[src/rtl/data_store_buffer.sv]
// data_store_buffer: store FIFO draining to RAM over req/ack, with load forwarding and extension.
// Revision 1.0
`default_nettype none

module data_store_buffer #(
  parameter int DEPTH      = 4,
  parameter int ADDR_WIDTH = 32
) (
  input  logic                  i_clock,
  input  logic                  i_reset,
  input  logic [ADDR_WIDTH-1:0] i_addr,
  input  logic                  i_we,
  input  logic                  i_re,
  input  logic [1:0]            i_access,
  input  logic                  i_unsigned,
  input  logic [31:0]           i_wdata,
  output logic [31:0]           o_rdata,
  output logic                  o_full,
  output logic                  o_empty,
  output logic                  o_overflow,
  output logic                  o_misaligned,
  output logic                  o_memReq,
  output logic [ADDR_WIDTH-3:0] o_memWaddr,
  output logic [31:0]           o_memWdata,
  output logic [3:0]            o_memBe,
  input  logic                  i_memAck,
  output logic [ADDR_WIDTH-3:0] o_memRaddr,
  input  logic [31:0]           i_memRdata
);

  localparam int PW  = (DEPTH > 1) ? $clog2(DEPTH) : 1;
  localparam int WAW = ADDR_WIDTH - 2;

  logic [WAW-1:0] waddr_q [DEPTH];
  logic [31:0]    data_q  [DEPTH];
  logic [3:0]     be_q    [DEPTH];
  logic [PW-1:0]  wptr_q, wptr_d, rptr_q, rptr_d;
  logic [PW:0]    count_q, count_d;
  logic           ovf_q, ovf_d;

  logic           mis, full, push, pop;
  logic [31:0]    st_data;
  logic [3:0]     st_be;
  logic [31:0]    merged, byte_sh, half_sh;
  logic [PW-1:0]  idx;
  logic [WAW-1:0] raddr;

  assign raddr = i_addr[ADDR_WIDTH-1:2];

  always_comb begin
    mis = 1'b0;
    case (i_access)
      2'd0:    mis = 1'b0;
      2'd1:    mis = i_addr[0];
      default: mis = (i_addr[1:0] != 2'b00);
    endcase
  end

  always_comb begin
    st_data = i_wdata;
    st_be   = 4'b1111;
    case (i_access)
      2'd0: begin
        st_data = {4{i_wdata[7:0]}};
        st_be   = 4'b0001 << i_addr[1:0];
      end
      2'd1: begin
        st_data = {2{i_wdata[15:0]}};
        st_be   = i_addr[1] ? 4'b1100 : 4'b0011;
      end
      default: begin
        st_data = i_wdata;
        st_be   = 4'b1111;
      end
    endcase
  end

  assign full = (count_q == (PW+1)'(DEPTH));
  assign pop  = o_memReq & i_memAck;
  assign push = i_we & ~mis & (~full | pop);

  always_comb begin
    wptr_d  = push ? wptr_q + PW'(1) : wptr_q;
    rptr_d  = pop  ? rptr_q + PW'(1) : rptr_q;
    count_d = count_q;
    case ({push, pop})
      2'b10:   count_d = count_q + (PW+1)'(1);
      2'b01:   count_d = count_q - (PW+1)'(1);
      default: count_d = count_q;
    endcase
    // A store refused only because the buffer is full counts as an overflow.
    ovf_d = ovf_q | (i_we & ~mis & full & ~pop);
  end

  always_ff @(posedge i_clock or negedge i_reset) begin
    if (!i_reset) begin
      wptr_q  <= '0;
      rptr_q  <= '0;
      count_q <= '0;
      ovf_q   <= 1'b0;
    end else begin
      wptr_q  <= wptr_d;
      rptr_q  <= rptr_d;
      count_q <= count_d;
      ovf_q   <= ovf_d;
    end
  end

  always_ff @(posedge i_clock) begin
    if (push) begin
      waddr_q[wptr_q] <= raddr;
      data_q[wptr_q]  <= st_data;
      be_q[wptr_q]    <= st_be;
    end
  end

  // Walk oldest to youngest so the youngest matching store wins each byte.
  always_comb begin
    merged = i_memRdata;
    idx    = '0;
    for (int i = 0; i < DEPTH; i++) begin
      idx = rptr_q + PW'(i);
      if (((PW+1)'(i) < count_q) && (waddr_q[idx] == raddr)) begin
        for (int b = 0; b < 4; b++) begin
          if (be_q[idx][b]) merged[8*b +: 8] = data_q[idx][8*b +: 8];
        end
      end
    end
  end

  assign byte_sh = merged >> {i_addr[1:0], 3'b000};
  assign half_sh = merged >> {i_addr[1], 4'b0000};

  always_comb begin
    o_rdata = '0;
    if (i_re && !mis) begin
      case (i_access)
        2'd0:    o_rdata = i_unsigned ? {24'b0, byte_sh[7:0]} : {{24{byte_sh[7]}}, byte_sh[7:0]};
        2'd1:    o_rdata = i_unsigned ? {16'b0, half_sh[15:0]} : {{16{half_sh[15]}}, half_sh[15:0]};
        default: o_rdata = merged;
      endcase
    end
  end

  assign o_full       = full;
  assign o_empty      = (count_q == '0);
  assign o_overflow   = ovf_q;
  assign o_misaligned = mis;
  assign o_memReq     = (count_q != '0);
  assign o_memWaddr   = waddr_q[rptr_q];
  assign o_memWdata   = data_q[rptr_q];
  assign o_memBe      = be_q[rptr_q];
  assign o_memRaddr   = raddr;

endmodule

`default_nettype wire
[config.mk]
export PLATFORM = sky130hd
export DESIGN_NAME = data_store_buffer
export DESIGN_NICKNAME = d
export VERILOG_FILES = /design/src/rtl/data_store_buffer.sv
export SDC_FILE = /design/constraint.sdc
export NUM_CORES = 1
export LEC_CHECK = 0
export CORE_UTILIZATION = 35
export DETAILED_ROUTE_END_ITERATION = 12
export SYNTH_ARGS = -nofsm -noshare
export SYNTH_HDL_FRONTEND = slang
export SYNTH_SLANG_ARGS = --single-unit
[constraint.sdc]
create_clock -name i_clock -period 5.3 [get_ports i_clock]
set_input_delay 1.06 -clock i_clock [delete_from_list [all_inputs] [get_ports i_clock]]
set_output_delay 1.06 -clock i_clock [all_outputs]
set_load 0.02 [all_outputs]
==> results of run 1 <==
-- logic make-up (layout without fill, tap and decap cells) --
logic type	count (synthesis)	after routing
AOI/OAI and AO/OA	350	350
DFF	272	272
and+or+nand+nor	438	438
xor gates and xnor gates	94	94
buffers and inverters	186	949
adders and majority gates	8	8
muxes	407	407
-- worst reg2reg max path: cells and delay by family (launching register included) --
kind                     cells  cell delay [ns]
AND/OR/NAND/NOR              4             1.67
adder cells (fa/ha/maj)      1             0.25
buffers and inverters        3             0.64
flip-flops                   1             0.41
-- metal layers --
| layer | vias to the layer above | track usage [%] | wire [um] |
|---|---|---|---|
| li1 | 8339 | - | - |
| met1 | 9484 | 42.0 | 39300 |
| met2 | 784 | 43.9 | 38300 |
| met3 | 112 | 3.97 | 6220 |
| met4 | 0 | 7.00 | 2170 |
| met5 | - | 0 | 0 |
-- registers in the layout, indices dropped and copies added (netlist names) --
name,flops
waddr_q,120
be_q,16
data_q,128
wptr_q,2
o_overflow,1
count_q,3
rptr_q,2
-- how the worst max path moves through the flow --
| stage | from | to | cells after the start |
|---|---|---|---|
| floorplan | rptr_q[1] | o_rdata[2] | 20 |
| global route | rptr_q[1] | o_rdata[5] | 21 |
| global placement | i_addr[13] | o_rdata[5] | 18 |
| CTS | rptr_q[0] | o_rdata[5] | 18 |
| finish | rptr_q[1] | o_rdata[5] | 19 |
| detailed placement | i_addr[13] | o_rdata[5] | 18 |
-- power by group through the flow --
stage          combinational [W]  clock (W)  sequential, W
6_report                 0.00961    0.00263        0.00284
5_1_grt                   0.0100    0.00275        0.00286
4_1_cts                  0.00928    0.00266        0.00283
3_5_place_dp             0.00862          0        0.00285
3_3_place_gp             0.00860          0        0.00283
2_1_floorplan            0.00472          0        0.00280
-- layout make-up --
type | count | share of cell area [%]
multi-input cells | 1297 | 39.9
flip-flops and latches | 272 | 26.9
repair buffers | 862 | 25.6
well taps | 756 | 3.13
clock buffers | 40 | 2.96
clock inverters | 23 | 1.16
inverters | 24 | 0.315
-- per-stage QoR --
stage / instance area, um2 / hold slack [ns]
after floorplan: 20200 / 0.553
after global placement: 27100 / 0.458
after detailed placement: 27100 / 0.448
after CTS: 29500 / 0.472
after global routing: 30200 / 0.484
final: 30200 / 0.467
-- Yosys cell counts (all sizes together), types with 22 or more instances --
master	count
nor3	55
mux4	86
xnor2	80
clkbuf	45
o211ai	24
nand3	37
o22ai	22
mux2i	229
o21ai	54
edfxtp	264
inv	23
a21oi	77
buf	117
nand2	112
nor2	82
mux2	92
-- repair_timing --
item / 4_1_cts / 5_1_grt
buffers inserted: 47 / 27
endpoints found under the setup margin: 32 / 32
gates resized for setup: 338 / 101
pin swaps: 66 / 49
gates cloned: 4 / 1
==> results.cfg, run 1 <==
[power_and_ir_drop]
p_sw_w = 0.00608
pwr-share-clk_pct = 17.5
vdd_drop_max_uv = 421
comb_power_share_pct = 63.7
p_total_w = 0.0151
leakage_nw = 11.8
p_per_area_nw_per_um2 = 499
switching_share_pct = 40.3
power.internal_w = 0.00900
seq_power_share_pct = 18.8

[placed_design]
dp_cells = 3137
place_ws_ns = -1.49
portBuffers = 236
post-dp-hpwl_mm = 65.2
place.gp.congestion = 0.970

[timing]
setup_viol = 32
min_period_ns = 6.01
skew_ns = 0.0195
timing.final.crit_share_pct = 113
setup_tns_ns = -19.20
grt_setup_unrepaired = true
hold_viol_final = 0
fin_ws_ns = -0.711
slew_viol_final = 0
slew_headroom_pct = 27.9
fmax_mhz = 166
worst_pin_slew_ns = 1.08

[finish]
n_antenna_cell = 0
multi_input_area_um2 = 12000
post-route-util_pct = 53.1
layout_common_cells = buf_4 (560), edfxtp_1 (264), mux2i_1 (198)
n_fill_cell = 4971
final_common_cell = buf_4
seqCellArea_um2 = 8140
final_cells = 3274
num-nets-final = 2604
syn2layout_area_growth_pct = 49.1
drive_gt1_share_pct = 43.1

[worst_hold_path]
hp-class = reg2reg
holdPathStages = 1
hp-start = o_overflow
hold-path-endpoint = o_overflow

[route]
ant_nets = 0
drcViolationCount = 0
vias = 18700
drt_iter0_markers = 1881
wl_per_cell_um = 26.3
drtPass1Iterations = 9
viasPerCell = 5.72
wl_mm = 86.0

[run]
drv_cap = 0

[floorplan]
core_area_um2 = 56800
fp.dieArea_um2 = 58800
io_pins = 237
die_h_um = 243
row_count = 87
fp.dieW_um = 243
start_util_pct = 35.6

[clocking]
cts_root_buf = clkbuf_16
postCtsHoldBufs = 0
numCtsBuffers = 35
cts.sinks = 272
clockBufferDepth = 3
path_clk_slew_ns = 0.06
clock_latency_ns = 0.56
htreeDepth = 2
cts_tree = built

[logic_synthesis]
syn_area_per_cell_um2 = 11.5
synth_fa_ha_area_share_pct = 0.494
synth-xor-area-share_pct = 4.07
synth-simple-area-share_pct = 11.5
async_flop_share_pct = 2.94
ys.flop_type = edfxtp_1
netlist_area_um2 = 20200
synth_largest_area_cell = edfxtp_1
synth_top_family_by_area = multiplexers
synthCells = 1755
synth_compound_area_share_pct = 12.5
yosysSeqAreaShare_pct = 40.1
synthTopCellsByArea = edfxtp_1 (39%), mux2i_1 (11%), mux4_2 (9.6%)
synthMuxAreaShare_pct = 26.0
ys_ff_latch = 272
synth_edf_count = 264
synth_fp_nets = 1867
synth_cell_type_count = 98
synth_warnings = 0
synth.top_cell.area_share_pct = 39.2

[run_status]
status = complete, but fails checks
violations = setup timing

[global_route]
grt_pass1_vias = 18400
antenna_found_initial = 3
grt_usage_pct = 28.5
grt_overflow = 0
grt_first_pass_wirelength_mm = 124
grt_max_degree = 151

[worst_setup_path]
cp.arrival_ns = 4.95
path_cells = buf_8, buf_12, buf_8, mux4_2, xnor2_1, buf_4, nand4_1, nor4_2, buf_4, nand4_1, buf_6, buf_6, mux2_2, mux2i_2, nor3_2, a211o_1, o2111a_1, a22o_1, buf_6
worst_ep_required_time_ns = 4.24
critPathLaunchType = flip-flop
r2r_setup_slack_ns = 2.02
r2r-start = count_q[0]
critPathMaxFanout = 12
reg2regPathDepth = 8
critPathSlowestCell = dfrtp_4
cp_top_family = buffers and inverters
reg2reg_to = data_q[2][6]
crit_top_cell = buf_6
critPathKind = reg2out
cp.buffers_inverters = 8
end_kind = primary output
max_stage_delay_ns = 0.57
(Power assumes the default switching activity.)
==> inputs of run 2 (changes only) <==
--- a/config.mk
+++ b/config.mk
@@ -8,4 +8,5 @@
 export CORE_UTILIZATION = 35
 export DETAILED_ROUTE_END_ITERATION = 12
+export MAX_ROUTING_LAYER = met4
 export SYNTH_ARGS = -nofsm -noshare
 export SYNTH_HDL_FRONTEND = slang
==> constraint.sdc (replaced) <==
create_clock -name i_clock -period 5.3 [get_ports i_clock]
set_input_delay 1.06 -clock i_clock [delete_from_list [all_inputs] [get_ports i_clock]]
set_output_delay 1.06 -clock i_clock [all_outputs]
set_load 0.005 [all_outputs]
==> run 2 against run 1 <==
Compared with the run above:
- the run still ends with setup timing left
- critical path depth is 2 higher
- clock skew is essentially flat
- power is 8.8% lower
- critical endpoint is now o_rdata[24]
==> results.cfg, run 2 (synthesized netlist as in run 1, its figures left out) <==
[run_status]
status = complete, but fails checks
violations = setup timing

[clocking]
clockBufferDepth = 3
cts_root_buf = clkbuf_16
cts_tree = built
path_clk_slew_ns = 0.06
numCtsBuffers = 34
htreeDepth = 2
clock_latency_ns = 0.55
cts.sinks = 272

[route]
drtPass1Iterations = 6
drt_iter0_markers = 1547
wl_per_cell_um = 26.6
viasPerCell = 5.74
wl_mm = 85.2
vias = 18400
ant_nets = 0
drcViolationCount = 0

[floorplan]
die_h_um = 243
start_util_pct = 35.6
fp.dieArea_um2 = 58800
io_pins = 237
fp.dieW_um = 243
row_count = 87
core_area_um2 = 56800

[global_route]
grt_max_degree = 126
grt_usage_pct = 29.1
grt_first_pass_wirelength_mm = 123
antenna_found_initial = 6
grt_pass1_vias = 18100
grt_overflow = 0

[placed_design]
place.gp.congestion = 0.993
portBuffers = 236
post-dp-hpwl_mm = 65.5
place_ws_ns = -1.55

[timing]
hold_viol_final = 0
setup_tns_ns = -22.22
skew_ns = 0.0197
whs_ns = 0.461
grt_setup_unrepaired = true
setup_viol = 32
slew_viol_final = 0
fmax_mhz = 165
fin_ws_ns = -0.758
slew_headroom_pct = 28.1
timing.final.crit_share_pct = 114
min_period_ns = 6.06
worst_pin_slew_ns = 1.08

[finish]
final_common_cell = buf_4
top_register = data_q
reg_top3 = data_q (128), waddr_q (120), be_q (16)
post-route-util_pct = 50.9
num-nets-final = 2536
drive_gt1_share_pct = 39.3
largest_register_ff_count = 128
syn2layout_area_growth_pct = 42.8
layout_common_cells = buf_4 (489), edfxtp_1 (264), mux2i_1 (214)

[worst_hold_path]
hp-start = o_overflow
holdPathStages = 1
hp-class = reg2reg

[worst_setup_path]
critPathKind = reg2out
cp_num_cells = 21
critPathSlowestCell = dfrtp_4
cp_top_family = buffers and inverters
worst_ep_required_time_ns = 4.24
cp.buffers_inverters = 10
critPathLaunch = rptr_q[0]
end_kind = primary output
critPathLaunchType = flip-flop
max_stage_delay_ns = 0.51
reg2regPathDepth = 9
r2r-start = count_q[0]
critPathMaxFanout = 5
cp.arrival_ns = 5.00
path_cells = buf_12, buf_12, buf_12, mux4_2, xnor2_2, buf_4, nand4_1, nor4bb_4, buf_4, nand2b_4, a2111oi_4, buf_4, mux2_4, nor4b_4, nor3_4, buf_6, nand4b_4, buf_6, buf_6, nand3_2, buf_2

[power_and_ir_drop]
leakage_nw = 11.3
p_per_area_nw_per_um2 = 475
vdd_drop_max_uv = 409
p_total_w = 0.0137

[run]
drv_cap = 0
## run 2: cell count changes in the layout (fill, tap and decap cells not counted), sizes merged
| cell | delta |
|---|---|
| buf | -66 |
| bufinv | -6 |
| clkbuf | +4 |
| inv | -2 |
| clkdlybuf4s50 | +1 |
| clkinvlp | +2 |
| dlymetal6s2s | -1 |
| diode | +1 |
| bufbuf | -1 |
| clkinv | -1 |
## run 2: routing by layer
metal  GRT usage, %  share of wire, %  wire length, um
met4           5.99               2.0             1740
met5              -                 0                0
met3           3.92               6.7             5670
met2           44.4                45            38600
met1           41.2                46            39200
## run 2: area by class of cell
class / count / area, um2
clock inverters: 16 / 161
diodes: 1 / 2.50
multi-input cells: 1297 / 11800
clock buffers: 44 / 920
inverters: 24 / 95.1
flip-flops and latches: 272 / 8140
fillers: 5038 / 27900
repair buffers: 795 / 6900
well taps: 756 / 946
## run 2: worst paths after layout
kind | end | slack [ns]
max | o_rdata[24] | -0.76
min in group asynchronous | o_overflow | 0.81
max reg2reg | waddr_q[1][6] | 2.19
min reg2reg | o_overflow | 0.46
max in group asynchronous | rptr_q[1] | 4.18
min | o_overflow | 0.46
## run 2: power breakdown
group | internal [W] | switching (W)
combinational | 0.00427 | 0.00436
sequential | 0.00266 | 0.000158
clock | 0.00137 | 0.000926
## run 2: worst reg2reg max path, delay by kind of cell, from the launching register on
kind                       cells  cell delay [ns]
buffers and inverters          4             0.89
DFF                            1             0.35
adders and majority gates      1             0.26
and+or+nand+nor                4             1.30
## run 2: what timing repair did
item | CTS | global route
cloned | 1 | 0
hold endpoints to repair | 0 | 0
resized for setup | 268 | 43
pin swaps | 54 | 19
endpoints found under the setup margin | 32 | 32
hold buffers | 0 | 0
buffers inserted | 50 | 8
## run 2: through the flow
step           area [um2]  std cells
2_1_floorplan       20200       1755
3_3_place_gp        26600       3084
3_5_place_dp        26600       3085
4_1_cts             28600       3196
5_1_grt             28900       3205
6_report            28900       3205
==> inputs of run 3 (changes only) <==
- CAP_MARGIN: not set -> 20
==> results of run 3 <==
The final DEF is identical to that of run 2; final timing and power are the same.
